### config.mk
export PLATFORM = sky130hd
export DESIGN_NAME = player_bullet
export DESIGN_NICKNAME = d
export VERILOG_FILES = /design/src/rtl/invaders_pkg.sv /design/src/rtl/vga_pkg.sv /design/src/rtl/tick_gen.sv /design/src/rtl/player_bullet.sv
export SDC_FILE = /design/constraint.sdc
export NUM_CORES = 1
export LEC_CHECK = 0
export ABC_CLOCK_PERIOD_IN_PS = 3200
export BUFFER_PORTS_ARGS = -buffer_cell sky130_fd_sc_hd__buf_2
export CORE_UTILIZATION = 45
export CTS_CLUSTER_SIZE = 14
export DETAILED_ROUTE_END_ITERATION = 12
export MAX_ROUTING_LAYER = met4
export PLACE_DENSITY = 0.69
export SLEW_MARGIN = 10
export SYNTH_ARGS = -nofsm -noshare
export SYNTH_HDL_FRONTEND = slang
export SYNTH_SLANG_ARGS = --single-unit
### constraint.sdc
create_clock -name clk65MHz -period 3.2 [get_ports clk65MHz]
set_clock_uncertainty 0.2 [all_clocks]
set_input_delay 0 -clock clk65MHz [delete_from_list [all_inputs] [get_ports clk65MHz]]
set_output_delay 0 -clock clk65MHz [all_outputs]
set_load 0.05 [all_outputs]
### src/rtl/invaders_pkg.sv
// Shared game types and sprite geometry for the invaders playfield.
package invaders_pkg;

    localparam int INV_W_DEFAULT = 32;
    localparam int INV_H_DEFAULT = 16;

    typedef enum logic [1:0] {
        IDLE     = 2'd0,
        FLY      = 2'd1,
        HIT      = 2'd2,
        COOLDOWN = 2'd3
    } bullet_state_t;

    // One-axis interval test; callers widen to 11 bits so the sums cannot wrap.
    function automatic logic span_overlap(input logic [10:0] a, input logic [10:0] a_len,
                                          input logic [10:0] b, input logic [10:0] b_len);
        return (a < b + b_len) && (a + a_len > b);
    endfunction

endpackage

### src/rtl/vga_pkg.sv
// Screen geometry for the 1024x768 @ 65 MHz video timing shared by all sprite logic.
package vga_pkg;

    localparam int H_ACTIVE = 1024;
    localparam int V_ACTIVE = 768;
    localparam int COORD_W  = 10;

endpackage

### src/rtl/tick_gen.sv
// Free-running movement tick: one-clock pulse every CLOCKS_PER_TICK cycles.
module tick_gen #(
    parameter int CLOCKS_PER_TICK = 541_666
) (
    input  logic clk65MHz,
    input  logic rst_n,
    output logic tick
);

    localparam int CNT_W = (CLOCKS_PER_TICK > 1) ? $clog2(CLOCKS_PER_TICK) : 1;
    localparam logic [CNT_W-1:0] CNT_LAST = CNT_W'(CLOCKS_PER_TICK - 1);

    logic [CNT_W-1:0] cnt;

    always_ff @(posedge clk65MHz or negedge rst_n) begin
        if (!rst_n)
            cnt <= '0;
        else if (cnt == CNT_LAST)
            cnt <= '0;
        else
            cnt <= cnt + CNT_W'(1);
    end

    assign tick = (cnt == CNT_LAST);

endmodule

### src/rtl/player_bullet.sv
// Player shot: launches from the gun on a fire edge, climbs one step per tick,
// and reports a single-clock hit when it overlaps a live invader.
module player_bullet
    import invaders_pkg::*;
#(
    parameter int CLOCKS_PER_TICK = 541_666,
    parameter int Y_STEP          = 4,
    parameter int BULLET_W        = 2,
    parameter int BULLET_H        = 8,
    parameter int INV_W           = INV_W_DEFAULT,
    parameter int INV_H           = INV_H_DEFAULT,
    parameter int COOLDOWN_TICKS  = 8
) (
    input  logic                         clk65MHz,
    input  logic                         rst_n,
    input  logic                         fire,
    input  logic [vga_pkg::COORD_W-1:0]  player_x,
    input  logic [vga_pkg::COORD_W-1:0]  player_y,
    input  logic [vga_pkg::COORD_W-1:0]  inv_xpos,
    input  logic [vga_pkg::COORD_W-1:0]  inv_ypos,
    input  logic                         inv_alive,
    output logic [vga_pkg::COORD_W-1:0]  bullet_x,
    output logic [vga_pkg::COORD_W-1:0]  bullet_y,
    output logic                         bullet_active,
    output logic                         hit
);

    localparam int CW   = vga_pkg::COORD_W;
    localparam int CD_W = (COOLDOWN_TICKS > 1) ? $clog2(COOLDOWN_TICKS) : 1;
    localparam logic [CD_W-1:0] CD_LAST = CD_W'(COOLDOWN_TICKS - 1);

    bullet_state_t state, state_nxt;

    logic            tick;
    logic            fire_d, fire_re, fire_re_q;
    logic            overlap, top_exit;
    logic            launch, step, kill, hit_nxt, cd_clr, cd_inc;
    logic [CD_W-1:0] cd_cnt;

    tick_gen #(
        .CLOCKS_PER_TICK(CLOCKS_PER_TICK)
    ) u_tick_gen (
        .clk65MHz(clk65MHz),
        .rst_n   (rst_n),
        .tick    (tick)
    );

    // Edge detect is registered so the FSM sees a clean one-clock launch request.
    assign fire_re = fire & ~fire_d;

    always_ff @(posedge clk65MHz or negedge rst_n) begin
        if (!rst_n) begin
            fire_d    <= 1'b0;
            fire_re_q <= 1'b0;
        end else begin
            fire_d    <= fire;
            fire_re_q <= fire_re;
        end
    end

    assign overlap = span_overlap({1'b0, bullet_x}, 11'(BULLET_W), {1'b0, inv_xpos}, 11'(INV_W))
                  && span_overlap({1'b0, bullet_y}, 11'(BULLET_H), {1'b0, inv_ypos}, 11'(INV_H));
    assign top_exit = (bullet_y < CW'(Y_STEP));

    always_ff @(posedge clk65MHz or negedge rst_n) begin
        if (!rst_n)
            state <= IDLE;
        else
            state <= state_nxt;
    end

    always_comb begin
        state_nxt = state;
        launch    = 1'b0;
        step      = 1'b0;
        kill      = 1'b0;
        hit_nxt   = 1'b0;
        cd_clr    = 1'b0;
        cd_inc    = 1'b0;
        case (state)
            IDLE: begin
                if (fire_re_q) begin
                    state_nxt = FLY;
                    launch    = 1'b1;
                end
            end
            FLY: begin
                // Collision outranks leaving the top of the screen on the same clock.
                if (overlap && inv_alive) begin
                    state_nxt = HIT;
                    hit_nxt   = 1'b1;
                    kill      = 1'b1;
                end else if (tick && top_exit) begin
                    state_nxt = COOLDOWN;
                    kill      = 1'b1;
                    cd_clr    = 1'b1;
                end else if (tick) begin
                    step = 1'b1;
                end
            end
            HIT: begin
                state_nxt = COOLDOWN;
                cd_clr    = 1'b1;
            end
            COOLDOWN: begin
                if (tick) begin
                    if (cd_cnt == CD_LAST)
                        state_nxt = IDLE;
                    else
                        cd_inc = 1'b1;
                end
            end
            default: state_nxt = IDLE;
        endcase
    end

    always_ff @(posedge clk65MHz or negedge rst_n) begin
        if (!rst_n)
            cd_cnt <= '0;
        else if (cd_clr)
            cd_cnt <= '0;
        else if (cd_inc)
            cd_cnt <= cd_cnt + CD_W'(1);
    end

    // Position registers hold their last value through HIT and COOLDOWN.
    always_ff @(posedge clk65MHz or negedge rst_n) begin
        if (!rst_n) begin
            bullet_x <= '0;
            bullet_y <= '0;
        end else if (launch) begin
            bullet_x <= player_x - CW'(BULLET_W / 2);
            bullet_y <= player_y - CW'(BULLET_H);
        end else if (step) begin
            bullet_y <= bullet_y - CW'(Y_STEP);
        end
    end

    always_ff @(posedge clk65MHz or negedge rst_n) begin
        if (!rst_n) begin
            bullet_active <= 1'b0;
            hit           <= 1'b0;
        end else begin
            hit <= hit_nxt;
            if (launch)
                bullet_active <= 1'b1;
            else if (kill)
                bullet_active <= 1'b0;
        end
    end

endmodule
==> flow_summary.yaml, run 1 <==
floorplanning:
  num_io_pins: 66
  die_h_um: 95.17
  core_um2: 8299
  start_util: 0.4707
  fp.dieW_um: 95.17
  rows: 33
  dieArea_um2: 9057
synth:
  yosysTopAreaCell: "dfrtp_1"
  synth_edf_count: 0
  synth_cells: 422
  synth.most_common_cell: "ha_1"
  yosys_warnings: 0
  ys_seq_area_frac: 0.3139
  ys_ff_latch: 49
  synth_flop_cell: "dfrtp_1"
  ys_types: 58
  synth_nets: 520
  syn_area_um2: 3906
  async_flop_share: 1.000
  yosysTopAreaCellShare: 0.3139
  ys_top_cells_by_count: "54 x ha_1, 49 x dfrtp_1, 39 x inv_1, 33 x xnor2_1, 30 x nand2_1"
  avgSynthCellArea_um2: 9.257
  netlist_top_cells_area: "dfrtp_1 31%, ha_1 17%, xnor2_1 7.4%"
cts:
  cts_sinks: 49
  cts.path.max_buffers: 2
  ctsRootBufferMaster: "clkbuf_8"
  clock_latency_ps: 300
  cts_tree: "done"
  clk_pin_slew_ps: 90
  cts_made_buffers: 5
  cts_max_level: 2
route:
  drt_iter0_drc: 109
  routed_wl_um: 8348
  viasPerCell: 5.320
  wl_per_cell_um: 13.17
  vias: 3373
  drtAntennaViolNets: 0
  dr.pass1.iters: 4
  drc: 0
grt:
  track_usage: 0.1972
  antenna_found_initial: 0
  grt-ovfl-total: 0
  grt_pass1_wl_um: 13840
  grt_max_degree: 50
  grt_pass1_vias: 3158
timing:
  max-slew-margin-rel: 0.2727
  setup_viol: 0
  drv_slew: 0
  fmax_mhz: 321.3
  fin_ws_ps: 87.24
  holdWs_ps: 5.821
  fin_crit_ps: 3113
  finalHoldViolCount: 0
  grt_setup_unrepaired: "true"
  max_slew.worst_pin.slew_ps: 1091
  finalCritPeriodShare: 0.9727
power:
  peakVddDrop_v: 0.0003448
  power_density_nw_per_um2: 707.2
  p_leak_uw: 0.002297
hold_path:
  min_path_type: "input pin to flop"
  hold_depth: 5
  hp-start: "player_y[7]"
  hold_end: "bullet_y[7]"
setup_path:
  r2r_slack_ps: 90
  slowest_stage: "dfrtp_2"
  worstPathCellList: "ha_4 -> and3_4 -> xor2_1 -> ha_1 -> nand4_1 -> a21oi_1 -> nor2_1 -> a21oi_2 -> a2111oi_4 -> buf_6 -> o211ai_4 -> or4_1 -> a31oi_1"
  worstPathRequired_ps: 3210
  critPathLaunchType: "flop"
  r2r-start: "bullet_x[2]"
  end_kind: "flop"
  r2r_cells: 13
  crit_type: "flop to flop"
  crit_start: "bullet_x[2]"
  r2r_end: "bullet_y[8]"
  worstPathMaxFanout: 8
  cp_slowest_stage_delay_ps: 460
  critPathArrivalTime_ps: 3130
layout:
  nFillCells: 711
  nets: 626
  diodes: 0
  areaGrowthSynthToFinish_pct: 25.02
  drive_gt1_frac: 0.2287
placed_design:
  place_ws_ps: -21.38
  place.gp.congestion: 0.8474
  port_buffers: 65
  post-dp-hpwl_um: 6484
run:
  drv_cap: 0
run_status:
  status: "complete, no violations"
==> worst max-delay path by stage <==
stage                     cells past startpoint     endpoint  slack, ps
after CTS                                    13     state[1]          4
final                                        13  bullet_y[8]         90
after global routing                         13  bullet_y[8]        -60
after global placement                       11     state[1]         80
after detailed placement                     13  bullet_y[7]        -20
after floorplan                              12     state[1]        -50
==> state kept, by name, indices dropped and copies added, names as in the netlist <==
register and count:
fire_d 1, hit 1, state 2, fire_re_q 1
cd_cnt 3, u_tick_gen.cnt 20, bullet_active 1, bullet_x 10
bullet_y 10
==> per-stage QoR <==
stage / utilization / cells / instance area [um^2] / total power [uW] / TNS (ps)
finish: 0.5884 / 634 / 4883 / 3453 / 0
global route: 0.5884 / 634 / 4883 / 3724 / -180.7
CTS: 0.5813 / 632 / 4825 / 3397 / 0
detailed placement: 0.5311 / 594 / 4408 / 2897 / -32.26
global placement: 0.5311 / 594 / 4408 / 2834 / 0
floorplan: - / 422 / 3941 / 2388 / -48.59
==> report_power, final <==
group,switching (uW),total (uW),internal (uW)
Combinational,1240,2050,804
Clock,207,441,234
Sequential,201,964,763
Total,1650,3450,1800
==> cell usage in the layout (no fill, tap or decap), drive strengths merged, types with 4 or more instances in the layout <==
cell type / n
and2: 6
or3: 7
xor2: 19
clkbuf: 5
nand4: 8
buf: 74
inv: 41
nand2: 31
dfrtp: 49
nor3: 12
and3: 7
nor4: 7
xnor2: 33
ha: 54
o21ai: 23
a31oi: 5
nor2b: 5
dlygate4sd3: 29
a21o: 6
nor2: 25
a21oi: 12
nand3: 21
mux2i: 4
mux2: 7
==> critical path, delay by kind of cell, from the launching register on <==
family / cells / cell delay [ps]
and+or+nand+nor: 4 / 860
DFF: 1 / 460
xor gates and xnor gates: 1 / 140
AOI/OAI and AO/OA: 5 / 730
buffers and inverters: 1 / 180
adders and majority gates: 2 / 460
==> routing by layer <==
| layer | global-route usage | part of all wire | up-vias |
|---|---|---|---|
| met3 | 0.02392 | 0.028 | 9 |
| met2 | 0.3429 | 0.50 | 52 |
| met1 | 0.2476 | 0.47 | 1612 |
| li1 | - | - | 1700 |
| met5 | - | 0 | - |
| met4 | 0.03535 | 0.0087 | 0 |
==> cell type report <==
cell class                 instances  area, um^2  area share
timing repair buffer             103       686.9      0.1407
inverter                          40       150.1     0.03075
clock buffer                       5       68.82     0.01409
multi-input combinational        329        2569      0.5260
tap                              105       131.4     0.02690
clock inverter                     3       43.79    0.008967
sequential                        49        1234      0.2526
==> repair_timing <==
| item | 4_1_cts | 5_1_grt |
|---|---|---|
| resized for setup | 2 | 10 |
| hold buffers | 29 | 0 |
| cloned | 0 | 0 |
| hold endpoints to repair | 70 | 0 |
| setup buffers | 1 | 2 |
| pin swaps | 2 | 6 |
| endpoints found under the setup margin | 3 | 14 |
==> logic make-up after synthesis <==
logic type	count (synthesis)	share of synthesized area
compound gates	67	0.1188
xor+xnor	52	0.1166
fa+ha+maj	54	0.1730
simple gates	145	0.1999
buf+inv	44	0.04741
flops	49	0.3139
mux	11	0.03043
No activity file was read; power rests on OpenSTA's default activity.
==> run 2: changes to the inputs <==
- CORE_ASPECT_RATIO: not set -> 2
==> flow_summary.yaml, run 2 (same netlist as run 1, synthesis figures left out) <==
setup_path:
  crit_start: "bullet_x[1]"
  critPathArrivalTime_ps: 3080
  r2r-start: "bullet_x[1]"
  crit_type: "flop to flop"
  end_kind: "flop"
  r2r_end: "bullet_y[3]"
  cp_slowest_stage_delay_ps: 420
  worstPathRequired_ps: 3180
  worstPathCellList: "ha_4 -> and3_4 -> and2_4 -> nand4_1 -> xnor2_1 -> ha_1 -> nand3_2 -> nor4_2 -> nor3_2 -> o2111ai_4 -> o211ai_4 -> mux2i_1 -> mux2_4"
  critPathLaunchType: "flop"
  worstPathMaxFanout: 8
  slowest_stage: "dfrtp_2"
  r2r_slack_ps: 90
  r2r_cells: 13
grt:
  antenna_found_initial: 0
  grt_pass1_wl_um: 15460
  grt-ovfl-total: 0
  grt_pass1_vias: 3575
  grt_max_degree: 50
  track_usage: 0.2299
layout:
  mostFrequentLayoutCells: "65 x buf_2, 53 x ha_1, 44 x dfrtp_1"
  nets: 633
  largest_reg_flops: 20
  largestRegisters: "u_tick_gen.cnt x20, bullet_x x10, bullet_y x10"
  drive_gt1_frac: 0.2388
  largest_register: "u_tick_gen.cnt"
  areaGrowthSynthToFinish_pct: 27.32
  nFillCells: 716
  layout_commonest_cell: "buf_2"
  diodes: 0
route:
  routed_wl_um: 9387
  dr.pass1.iters: 4
  wl_per_cell_um: 14.81
  drc: 0
  drtAntennaViolNets: 0
  drt_iter0_drc: 136
  vias: 3420
  viasPerCell: 5.394
power:
  p_switching_uw: 1717
  pwr-share-clk: 0.145
  power_frac_comb: 0.589
  power_frac_seq: 0.265
  power.total_uw: 3598
  peakVddDrop_v: 0.0004286
  p_int_uw: 1882
  power_density_nw_per_um2: 723.5
  power_switching_share: 0.4770
  p_leak_uw: 0.002339
floorplanning:
  rows: 47
  num_io_pins: 66
  start_util: 0.4678
  core_um2: 8351
  dieArea_um2: 9080
  die_h_um: 133.8
  fp.dieW_um: 67.88
placed_design:
  port_buffers: 65
  post-dp-hpwl_um: 7410
  place.gp.congestion: 0.8816
timing:
  fin_crit_ps: 3105
  finalCritPeriodShare: 0.9704
  finalSetupTns_ps: 0
  max_slew.worst_pin.slew_ps: 633.3
  grt_setup_unrepaired: "true"
  drv_slew: 0
  fmax_mhz: 322.0
  max-slew-margin-rel: 0.5763
  setup_viol: 0
  finalHoldViolCount: 0
hold_path:
  min_path_type: "input pin to flop"
  hold_depth: 5
  hp-start: "player_y[4]"
  hold_end: "bullet_y[4]"
run_status:
  status: "complete, no violations"
cts:
  clock_latency_ps: 290
  clk_pin_slew_ps: 70
  cts.path.max_buffers: 2
  cts_max_level: 2
  ctsRootBufferMaster: "clkbuf_16"
  cts_sinks: 49
  cts_tree: "done"
  cts_made_buffers: 5
run:
  drv_cap: 0
-- run 2: critical path: cells and delay by family (launching register included) --
kind / cells / cell delay (ps)
DFF: 1 / 420
adders and majority gates: 2 / 460
xor gates and xnor gates: 1 / 160
and+or+nand+nor: 6 / 850
AOI/OAI and AO/OA: 2 / 530
muxes: 2 / 380
-- run 2: area by class of cell --
class	count	area [um^2]	area share
clock buffers	6	128.9	0.02591
flip-flops and latches	49	1232	0.2478
repair buffers	110	748.2	0.1504
multi-input cells	329	2576	0.5180
well taps	98	122.6	0.02465
clock inverters	2	15.01	0.003019
inverters	40	150.1	0.03019
-- run 2: how the worst max path moves through the flow --
stage                  end  slack, ps  cells after the start
2_1_floorplan     state[1]        -50                     12
3_3_place_gp      state[1]         90                     12
3_5_place_dp      state[1]         10                     12
4_1_cts           state[1]         10                     13
5_1_grt        bullet_y[3]        -60                     13
6_report       bullet_y[3]         90                     13
-- run 2: timing repair --
action                                  CTS  global route
gates cloned                              0             0
setup buffers                             0             4
resized for setup                         1            10
hold buffers                             28             1
endpoints found under the setup margin    1            13
pin swaps                                 0             9
hold endpoints to repair                 70            16
-- run 2: layer usage --
| layer | vias up | global-route usage | share of wire |
|---|---|---|---|
| li1 | 1711 | - | - |
| met1 | 1626 | 0.2179 | 0.36 |
| met2 | 64 | 0.4312 | 0.59 |
| met3 | 19 | 0.02740 | 0.022 |
| met4 | 0 | 0.1053 | 0.029 |
| met5 | - | - | 0 |
-- run 2: power groups by stage --
stage	clock network (uW)	logic (uW)	registers, uW
after global placement	0	1950	949
after detailed placement	0	2000	960
final	523	2120	955
after global routing	557	2310	985
after CTS	536	2040	950
after floorplan	0	1010	1380
-- run 2: through the flow --
stage / hold slack [ps] / utilization / setup slack [ps] / cell area (um^2) / cells
global route: 37.62 / 0.5956 / -64.35 / 4974 / 634
finish: 13.09 / 0.5956 / 94.81 / 4974 / 634
global placement: -78.00 / 0.5313 / 92.20 / 4437 / 592
floorplan: -495.6 / - / -45.02 / 3941 / 422
CTS: 22.68 / 0.5821 / 9.614 / 4861 / 628
detailed placement: -74.57 / 0.5313 / 9.862 / 4437 / 592
